`src/rtl/mem_boot_ctrl_pkg.sv`:
```
// rtl/mem_boot_ctrl_pkg.sv - sequencer state encoding and default MMIO map
package mem_boot_ctrl_pkg;

  typedef enum logic [2:0] {
    ST_LOAD  = 3'd0,
    ST_HOLD  = 3'd1,
    ST_RUN   = 3'd2,
    ST_DRAIN = 3'd3,
    ST_DONE  = 3'd4
  } state_e;

  localparam logic [31:0] DEF_UART_ADDR   = 32'h0000_0000;
  localparam logic [31:0] DEF_FINISH_ADDR = 32'h0000_0008;
  localparam int          IMEM_AW         = 9;

endpackage

```
`src/rtl/sync_fifo_8b.sv`:
```
// rtl/sync_fifo_8b.sv - byte queue; a push into a full queue lands only if a pop happens in the same cycle
module sync_fifo_8b #(
  parameter int DEPTH = 8,
  localparam int AW = $clog2(DEPTH),
  localparam int CW = AW + 1
) (
  input  logic          clk_i,
  input  logic          rst_n_i,
  input  logic          push_i,
  input  logic [7:0]    data_i,
  input  logic          pop_i,
  output logic [7:0]    head_o,
  output logic          full_o,
  output logic          empty_o,
  output logic [CW-1:0] count_o
);

  logic [7:0]    mem_q [DEPTH];
  logic [AW-1:0] wr_ptr_q, rd_ptr_q;
  logic [CW-1:0] count_q;
  logic          wr_en, rd_en;

  assign empty_o = (count_q == '0);
  assign full_o  = (count_q == CW'(DEPTH));
  assign count_o = count_q;
  assign head_o  = mem_q[rd_ptr_q];

  assign rd_en = pop_i && !empty_o;
  assign wr_en = push_i && (!full_o || rd_en);

  always_ff @(posedge clk_i) begin
    if (wr_en) mem_q[wr_ptr_q] <= data_i;
  end

  // Pointers wrap naturally because DEPTH is a power of two.
  always_ff @(posedge clk_i or negedge rst_n_i) begin
    if (!rst_n_i) begin
      wr_ptr_q <= '0;
      rd_ptr_q <= '0;
      count_q  <= '0;
    end else begin
      if (wr_en) wr_ptr_q <= wr_ptr_q + AW'(1);
      if (rd_en) rd_ptr_q <= rd_ptr_q + AW'(1);
      count_q <= count_q + CW'(wr_en) - CW'(rd_en);
    end
  end

endmodule

```
`src/rtl/mem_boot_ctrl.sv`:
```
// rtl/mem_boot_ctrl.sv - boot/run sequencer, dmem/imem port arbiter, MMIO decode and paced UART TX
module mem_boot_ctrl
  import mem_boot_ctrl_pkg::*;
#(
  parameter int                  ADDR_LEN    = 32,
  parameter int                  DATA_LEN    = 32,
  parameter logic [ADDR_LEN-1:0] UART_ADDR   = DEF_UART_ADDR[ADDR_LEN-1:0],
  parameter logic [ADDR_LEN-1:0] FINISH_ADDR = DEF_FINISH_ADDR[ADDR_LEN-1:0],
  parameter int                  RST_HOLD    = 4,
  parameter int                  TXQ_DEPTH   = 8
) (
  input  logic                 clk_i,
  input  logic                 rst_x_i,
  input  logic                 ld_done_i,
  input  logic [ADDR_LEN-1:0]  ld_addr_i,
  input  logic [DATA_LEN-1:0]  ld_wdata_i,
  input  logic                 ld_we32_i,
  input  logic                 ld_we128_i,
  input  logic [ADDR_LEN-1:0]  core_addr_i,
  input  logic [DATA_LEN-1:0]  core_wdata_i,
  input  logic                 core_we_i,
  input  logic [ADDR_LEN-1:0]  pc_i,
  output logic                 core_reset_o,
  output logic [ADDR_LEN-1:0]  dmem_addr_o,
  output logic [DATA_LEN-1:0]  dmem_wdata_o,
  output logic                 dmem_we_o,
  output logic [IMEM_AW-1:0]   imem_addr_o,
  output logic                 imem_we_o,
  output logic [7:0]           tx_data_o,
  output logic                 tx_we_o,
  input  logic                 tx_ready_i,
  output logic                 finished_o,
  output logic                 txq_ovf_o,
  output logic [7:0]           led_o
);

  localparam int CW = $clog2(TXQ_DEPTH) + 1;
  localparam int HW = (RST_HOLD > 1) ? $clog2(RST_HOLD) : 1;

  state_e        state_q, state_d;
  logic [HW-1:0] hold_q, hold_d;
  logic          tx_we_q, tx_we_d;
  logic [7:0]    tx_data_q, tx_data_d;
  logic          finished_q, finished_d;
  logic          ovf_q, ovf_d;
  logic [7:0]    led_q, led_d;

  logic          q_full, q_empty;
  logic [7:0]    q_head;
  logic [CW-1:0] q_count_unused;
  logic          uart_hit, finish_hit, push_req, pop_issue;
  logic          unused_addr_bits;

  assign uart_hit   = core_we_i && (core_addr_i == UART_ADDR);
  assign finish_hit = core_we_i && (core_addr_i == FINISH_ADDR);
  assign push_req   = (state_q == ST_RUN) && uart_hit;
  // Empty is sampled before this cycle's push, so a push into an empty queue never pops.
  assign pop_issue  = !q_empty && tx_ready_i && !tx_we_q;

  assign unused_addr_bits = ^{pc_i[ADDR_LEN-1:13], pc_i[3:0],
                              ld_addr_i[ADDR_LEN-1:13], ld_addr_i[3:0], q_count_unused};

  sync_fifo_8b #(.DEPTH(TXQ_DEPTH)) u_txq (
    .clk_i   (clk_i),
    .rst_n_i (rst_x_i),
    .push_i  (push_req),
    .data_i  (core_wdata_i[7:0]),
    .pop_i   (pop_issue),
    .head_o  (q_head),
    .full_o  (q_full),
    .empty_o (q_empty),
    .count_o (q_count_unused)
  );

  always_ff @(posedge clk_i or negedge rst_x_i) begin
    if (!rst_x_i) begin
      state_q    <= ST_LOAD;
      hold_q     <= '0;
      tx_we_q    <= 1'b0;
      tx_data_q  <= 8'h00;
      finished_q <= 1'b0;
      ovf_q      <= 1'b0;
      led_q      <= 8'h00;
    end else begin
      state_q    <= state_d;
      hold_q     <= hold_d;
      tx_we_q    <= tx_we_d;
      tx_data_q  <= tx_data_d;
      finished_q <= finished_d;
      ovf_q      <= ovf_d;
      led_q      <= led_d;
    end
  end

  always_comb begin
    state_d      = state_q;
    hold_d       = hold_q;
    finished_d   = finished_q;
    ovf_d        = ovf_q;
    led_d        = led_q;
    tx_we_d      = pop_issue;
    tx_data_d    = pop_issue ? q_head : tx_data_q;
    core_reset_o = 1'b1;
    dmem_addr_o  = ld_addr_i;
    dmem_wdata_o = ld_wdata_i;
    dmem_we_o    = 1'b0;
    imem_addr_o  = ld_addr_i[12:4];
    imem_we_o    = 1'b0;

    if (state_q == ST_RUN || state_q == ST_DRAIN || state_q == ST_DONE) begin
      core_reset_o = 1'b0;
      dmem_addr_o  = core_addr_i;
      dmem_wdata_o = core_wdata_i;
      dmem_we_o    = core_we_i;
      imem_addr_o  = pc_i[12:4];
    end

    case (state_q)
      ST_LOAD: begin
        dmem_we_o = ld_we32_i;
        imem_we_o = ld_we128_i;
        if (ld_done_i) begin
          state_d = ST_HOLD;
          hold_d  = '0;
        end
      end
      ST_HOLD: begin
        if (hold_q == HW'(RST_HOLD - 1)) state_d = ST_RUN;
        else                             hold_d  = hold_q + HW'(1);
      end
      ST_RUN: begin
        if (push_req) begin
          led_d[6:0] = core_wdata_i[6:0];
          if (q_full && !pop_issue) ovf_d = 1'b1;
        end
        if (finish_hit) begin
          finished_d = 1'b1;
          state_d    = ST_DRAIN;
        end
      end
      ST_DRAIN: begin
        if (q_empty && !tx_we_q) begin
          state_d  = ST_DONE;
          led_d[7] = 1'b1;
        end
      end
      ST_DONE: ;
      default: state_d = ST_LOAD;
    endcase
  end

  assign tx_we_o    = tx_we_q;
  assign tx_data_o  = tx_data_q;
  assign finished_o = finished_q;
  assign txq_ovf_o  = ovf_q;
  assign led_o      = led_q;

endmodule

```
`config.mk`:
```
export PLATFORM = sky130hd
export DESIGN_NAME = mem_boot_ctrl
export DESIGN_NICKNAME = d
export VERILOG_FILES = /design/src/rtl/mem_boot_ctrl_pkg.sv /design/src/rtl/sync_fifo_8b.sv /design/src/rtl/mem_boot_ctrl.sv
export SDC_FILE = /design/constraint.sdc
export NUM_CORES = 1
export LEC_CHECK = 0
export ABC_CLOCK_PERIOD_IN_PS = 2800
export BUFFER_PORTS_ARGS = -buffer_cell sky130_fd_sc_hd__buf_2
export CAP_MARGIN = 0
export CORE_MARGIN = 5
export CORE_UTILIZATION = 41
export CTS_CLUSTER_SIZE = 8
export DETAILED_ROUTE_END_ITERATION = 10
export PLACE_DENSITY_LB_ADDON = 0.15
export SKIP_LAST_GASP = 1
export SLEW_MARGIN = 30
export SYNTH_ARGS = -nofsm -noshare
export SYNTH_HDL_FRONTEND = slang
export SYNTH_HIERARCHICAL = 1
export SYNTH_SLANG_ARGS = --single-unit
export TNS_END_PERCENT = 5
```
`constraint.sdc`:
```
create_clock -name clk_i -period 2.8 [get_ports clk_i]
set_input_delay 0.28 -clock clk_i [delete_from_list [all_inputs] [get_ports clk_i]]
set_output_delay 0.28 -clock clk_i [all_outputs]
set_load 0.03 [all_outputs]
```
[Yosys cells after proc, flatten, opt, wreduce, memory -nomap -nowiden]
Memory sizes are Yosys's and may differ from the RTL's. A register that Yosys moved wholly into a read port is not among the register bits.
Cells that the tools add are included.
Word-level totals
  flip-flop bits (word level): 26
  bits in latches: 0
  bits in writable memories: 64
  ROM bits: 0
  output and inout port bits: 95
  word-level logic and storage cells: 73
  memories: 1
Operators by class
  $add $sub $neg: 5
  multipliers: 0
  div/mod/pow operators: 0
  order comparisons: 0
  equality and inequality tests: 12
  shift operators: 0
  multiplexer cells: 17
  bitwise gates (word level): 1
  reduce and logical (&&, ||, !) cells: 27
Memory list
  u_txq.mem_q: words 8, bits a word 8, read ports 1, clocked after memory_dff 1, write ports 1, RTL line sync_fifo_8b.sv:18  | logic [7:0] mem_q [DEPTH];
Operator list (number)
  $mux W32: 2
  $eq A32 B4 Y1 const B: 1
  $logic_not A32 Y1: 1
  $pmux W3 S5: 1
  $mux W3: 4
  $logic_and A1 B1 Y1: 9
  $mux W9: 1
  $ne A2 B2 Y1 const B: 4
  $add A3 B1 Y3 const B: 2
  $eq A3 B2 Y1 const B: 2
  $mux W1: 6
  $reduce_and A2 Y1: 3
  $reduce_and A3 Y1: 2
  $logic_not A1 Y1: 5
  $reduce_and A5 Y1: 1
  $add A4 B1 Y4: 1
  $eq A4 B4 Y1 const B: 1
  $logic_not A4 Y1: 1
  $mux W2: 2
  $pmux W2 S2: 1
  $sub A4 B1 Y4: 1
  $eq A3 B1 Y1 const B: 1
  $eq A3 B3 Y1 const B: 1
  $logic_not A3 Y1: 1
  other kinds (6): 8

[Depth between registers and ports, before layout]
  depth after elaboration: 9
  gate-level depth with buffers: 11

[Modules after synthesis]
The synthesis kept the hierarchy.
Modules (own cells, without submodules)
  sync_fifo_8b: times used 1, cells each 153, area an instance 3093.0 um2
  mem_boot_ctrl: times used 1, cells each 173, area an instance 1989.4 um2

[Worst setup path after synthesis]
No wires, ideal clock.
  kind: reg-to-reg
  start point: register u_txq.count_q[2], in the netlist u_txq/count_o[2]
  end point: memory u_txq.mem_q[0][0], enable pin
  arrival: 2590 ps
  required time: 2405 ps
  slack: -185 ps
  cell stages (with the launch flop): 9
  buffers on the path: 1
  period minus slack after synthesis: 2985 ps
  cells stage by stage: dfrtp_1 > inv_1 > ha_1 > nor3b_1 > nor3b_1 > buf_1 > nor2b_1 > nor2_1 > nor4_1
On the way
  longest elaborated chain between the ends: 9
RTL lines
  start: declaration: RTL line sync_fifo_8b.sv:20  | logic [CW-1:0] count_q;
  start signal: assignment: RTL line sync_fifo_8b.sv:44  | count_q <= count_q + CW'(wr_en) - CW'(rd_en);
  $logic_not A4 Y1: RTL line sync_fifo_8b.sv:23  | assign empty_o = (count_q == '0);
  via q_empty: RTL line mem_boot_ctrl.sv:48  | logic q_full, q_empty;
  $logic_not A1 Y1: RTL line mem_boot_ctrl.sv:58  | assign pop_issue = !q_empty && tx_ready_i && !tx_we_q;
  $logic_and A1 B1 Y1 (2 in a row): RTL line mem_boot_ctrl.sv:58
  via pop_issue: RTL line mem_boot_ctrl.sv:51  | logic uart_hit, finish_hit, push_req, pop_issue;
  $logic_and A1 B1 Y1: RTL line sync_fifo_8b.sv:28  | assign rd_en = pop_i && !empty_o;
  $logic_or A1 B1 Y1: RTL line sync_fifo_8b.sv:29  | assign wr_en = push_i && (!full_o || rd_en);
  $logic_and A1 B1 Y1: RTL line sync_fifo_8b.sv:29
  $mux W1: RTL line sync_fifo_8b.sv:32  | if (wr_en) mem_q[wr_ptr_q] <= data_i;
  $mux W1 (implied by the code): RTL line sync_fifo_8b.sv:32
  end: declaration: RTL line sync_fifo_8b.sv:18
The timed path passes the listed nets, and every way through them passes these cells.

[Final worst setup path]
  start point: register u_txq.count_q[2], in the netlist u_txq/count_o[2]
  end point: register u_txq.count_q[2], in the netlist u_txq/count_o[2]
On the way
  longest elaborated chain between the ends: 9
RTL lines (RTL line)
  $logic_not A4 Y1 (*): sync_fifo_8b.sv:23
  via q_empty: mem_boot_ctrl.sv:48
  $logic_not A1 Y1 (*): sync_fifo_8b.sv:28, mem_boot_ctrl.sv:58
  $logic_and A1 B1 Y1 (2 in a row): mem_boot_ctrl.sv:58
  $logic_and A1 B1 Y1 (*): sync_fifo_8b.sv:28
  $logic_or A1 B1 Y1: sync_fifo_8b.sv:29
  $logic_and A1 B1 Y1: sync_fifo_8b.sv:29
  $add A4 B1 Y4: sync_fifo_8b.sv:44
  $sub A4 B1 Y4 (*): sync_fifo_8b.sv:44
The timed path passes the listed nets; every way through them passes the cells marked *.
A chain may end at the register's enable or synchronous reset.

==> flow_summary_export.csv <==
group,metric,value,unit
setup_path,arrival,2.81,ns
grt,grt_util_met2,0.3351,
grt,use_met1,0.2536,
cells_and_area,layout.nets,751,
floorplan,die_w,121.3,um
power,finalPower,6.301,mW
setup_path,cp_slowest_cell,"fa_1",
yosys,ys_ff_latch,98,
yosys,synth_top_area_frac,0.3781,
clocking,root_buffer,"clkbuf_16",
grt,grt_pass1_wl,22.20,mm
timing,period_needed,2.583,ns
setup_path,crit_path_max_fanout,5,
yosys,synth_commonest_cells,"mux2_2, edfxtp_1, dfrtp_1",
clocking,clock_path_buffers,2,
setup_path,r2r-end,"u_txq/count_o[2]$_DFF_PN0_",
power,p_int,3.818,mW
floorplan,dieArea,14720,um^2
cells_and_area,regArea,2773,um^2
place,dp_hpwl,11.81,mm
setup_path,max_stage_delay,0.40,ns
timing,max_freq,0.3871,GHz
yosys,syn_nets,502,
power,seq_power_share,0.297,
routing,drtIter0Drc,139,
cells_and_area,instances_no_fill,752,
grt,antenna_found_initial,4,
place,place.gp.congestion,0.8832,
yosys,synthAdderAreaFrac,0.02363,
yosys,muxShareOfSynthArea,0.3060,
yosys,syn_avg_cell_area,15.59,um^2
yosys,yosysWarnings,6,
grt,track_usage,0.1998,
timing,fin_crit_sh,0.9225,
clocking,cts_hold_buf,0,
clocking,postCtsSetupRepairBufs,0,
clocking,cts-buffers-inserted,9,
power,p_switching,2.484,mW
routing,ant_nets,0,
floorplan,rows,40,
power,power_frac_clock,0.214,
routing,drtPass1Iterations,4,
grt,overflow,0,
power,power_density,916.2,nW/um^2
yosys,yosys.area_share.simple,0.05884,
timing,rsz0062_at_grt,"false",
cells_and_area,multiInputGateArea,2185,um^2
grt,grt_busiest_layer,"met2",
clocking,clock-sinks,98,
setup_path,crit_type,"flop to flop",
yosys,synth.most_common_cell,"mux2_2",
floorplan,initial_core_util,0.4214,
clocking,clkTransAtPathRegs,0.07,ns
yosys,synthArstFlopShare,0.3469,
timing,tightestPinTransition,0.7968,ns
setup_path,worst_r2r_startpoint,"u_txq/count_o[2]$_DFF_PN0_",
cells_and_area,syn2layout_area_growth,35.33,%
clocking,cts_resized,0,
clocking,cts_tree,"yes",
power,ir_drop,0.4957,mV
setup_path,critical-path-top-delay-family,"adder cells",
setup_path,cp.depth,10,
setup_path,r2r_cells,10,
yosys,synth.distinct_cells,40,
setup_path,startpoint,"u_txq/count_o[2]$_DFF_PN0_",
routing,dr_total_vias,3725,
routing,routed_wl,14.90,mm
outcome,status,"complete, no violations",
grt,grtUsageMet3,0.04802,
grt,grt_pass1_vias,3834,
setup_path,r2r_slack,0.22,ns
yosys,synthCells,326,
power,p_leak,3.083,nW
floorplan,ioPinCount,262,
routing,remaining_drc_errors,0,
cells_and_area,layout-drive-gt1-share,0.6586,
floorplan,core-area,12060,um^2
yosys,synth_xor_area_frac,0.01034,
timing,hold_viol,0,
setup_path,cp_cell_sequence,"inv_1 -> ha_1 -> nor3b_1 -> buf_4 -> nand2b_1 -> mux2i_1 -> ha_1 -> inv_1 -> fa_1 -> xnor2_1",
setup_path,start_kind,"flop",
yosys,synth.yosys.seq_area_share,0.5455,
timing,final-setup-viol-count,0,
yosys,synth_compound_area_frac,0.02610,
timing,maxSlewHeadroom,0.4688,
timing,final_max_slew_viol_count,0,
power,power_frac_comb,0.489,
setup_path,path_buf_inv,3,
setup_path,cp-endpoint,"u_txq/count_o[2]$_DFF_PN0_",
cells_and_area,nFillCells,1019,
setup_path,crit_path_end_kind,"flop",
place,dp.cells,732,
min_path,hp-class,"primary input to async pin",
clocking,htree_levels,3,
yosys,synth_top_family_by_area,"multiplexers",
yosys,syn_area,5082,um^2
routing,viasPerCell,4.953,
timing,fin_skew,0.009781,ns
power,switching_share,0.3942,
yosys,yosysTopAreaCell,"edfxtp_1",
grt,grt_max_degree,76,
clocking,clk_latency,0.34,ns
routing,wl_per_cell,19.81,um
timing,whs,0.02105,ns
yosys,ys.flop_type,"edfxtp_1",
flow_run,drv_cap,0,
place,numPortBuffers,238,
floorplan,die_h,121.3,um
yosys,synth_edf_count,64,
yosys,ys_top_cells_by_area,"edfxtp_1, mux2_2, dfrtp_1, mux4_1, ha_1",
setup_path,required,3.03,ns
worst min path at each step:
stage,depth (start not counted),slack (ns),endpoint,start
floorplan,0,-0.02,finished_o$_DFFE_PN0P_,rst_x_i
global placement,1,0.41,u_txq/count_o[1]$_DFF_PN0_,rst_x_i
detailed placement,1,0.41,u_txq/count_o[1]$_DFF_PN0_,rst_x_i
CTS,1,0.04,u_txq/count_o[1]$_DFF_PN0_,rst_x_i
global route,1,0.08,u_txq/count_o[1]$_DFF_PN0_,rst_x_i
finish,1,0.02,u_txq/count_o[1]$_DFF_PN0_,rst_x_i
metrics by stage:
stage	worst slack (ns)	instance area [um^2]	setup TNS [ns]	utilization
floorplan	-0.1355	5089	-1.084	-
global placement	0.2401	6530	0	0.5414
detailed placement	0.1783	6530	0	0.5414
CTS	0.1287	6865	0	0.5692
global route	0.03531	6878	0	0.5702
finish	0.2169	6878	0	0.5702
registers in the layout, summed over array words and instances (netlist names):
name and flops:
u_txq/rd_ptr_q 3, txq_ovf_o 1, state_q 3, finished_o 1, tx_data_o 8, u_txq/wr_ptr_q 3, tx_we_o 1, u_txq/count_o 4
hold_q 2, led_o 8, u_txq/mem_q 64
kinds of logic after synthesis:
kind of cell / Yosys count
AOI/OAI and AO/OA: 18
DFF: 98
adders and majority gates: 9
xor gates and xnor gates: 6
and+or+nand+nor: 52
muxes: 117
buffers and inverters: 26
worst register-to-register path, delay by kind of cell, from the launching register on:
| family | cells | cell delay [ns] |
|---|---|---|
| adder cells (fa/ha/maj) | 3 | 0.79 |
| AND/OR/NAND/NOR | 2 | 0.59 |
| flip-flops | 1 | 0.36 |
| buffers and inverters | 3 | 0.35 |
| multiplexers | 1 | 0.26 |
| XOR/XNOR | 1 | 0.14 |
area by class of cell:
type	count	area share
diodes	4	0.001455
well taps	168	0.03056
repair buffers	255	0.1936
clock buffers	9	0.03275
multi-input cells	202	0.3176
clock inverters	7	0.01601
inverters	9	0.004912
flip-flops and latches	98	0.4031
power groups by stage:
stage | logic (mW) | registers, mW | clock network, mW
floorplan | 2.29 | 1.95 | 0
global placement | 3.05 | 1.90 | 0
detailed placement | 3.09 | 1.90 | 0
CTS | 3.11 | 1.87 | 1.38
global route | 3.29 | 1.90 | 1.44
finish | 3.08 | 1.87 | 1.35
layer usage:
layer	vias up	share of wire
met1	1770	0.41
met5	-	0
met3	19	0.061
li1	1784	-
met2	152	0.51
met4	0	0.023
cells in the final DEF, fill, tap and decap left out, types with 2 or more instances in the layout:
cell type,n
o21ai_0,2
a31o_2,2
inv_6,2
xnor2_1,4
inv_1,9
nor2_1,9
clkbuf_16,9
a21oi_1,2
edfxtp_1,64
diode_2,4
nand2_1,9
mux2_2,99
bufinv_16,2
mux4_1,16
xor2_1,2
nor4_1,9
nand4_1,2
mux2i_1,2
dfrtp_1,34
nor3_1,8
ha_1,8
a21o_1,2
nand2b_1,4
a22o_1,4
nor2b_2,2
buf_2,238
buf_4,16
Note: power is estimated with default switching activity, not from simulation.
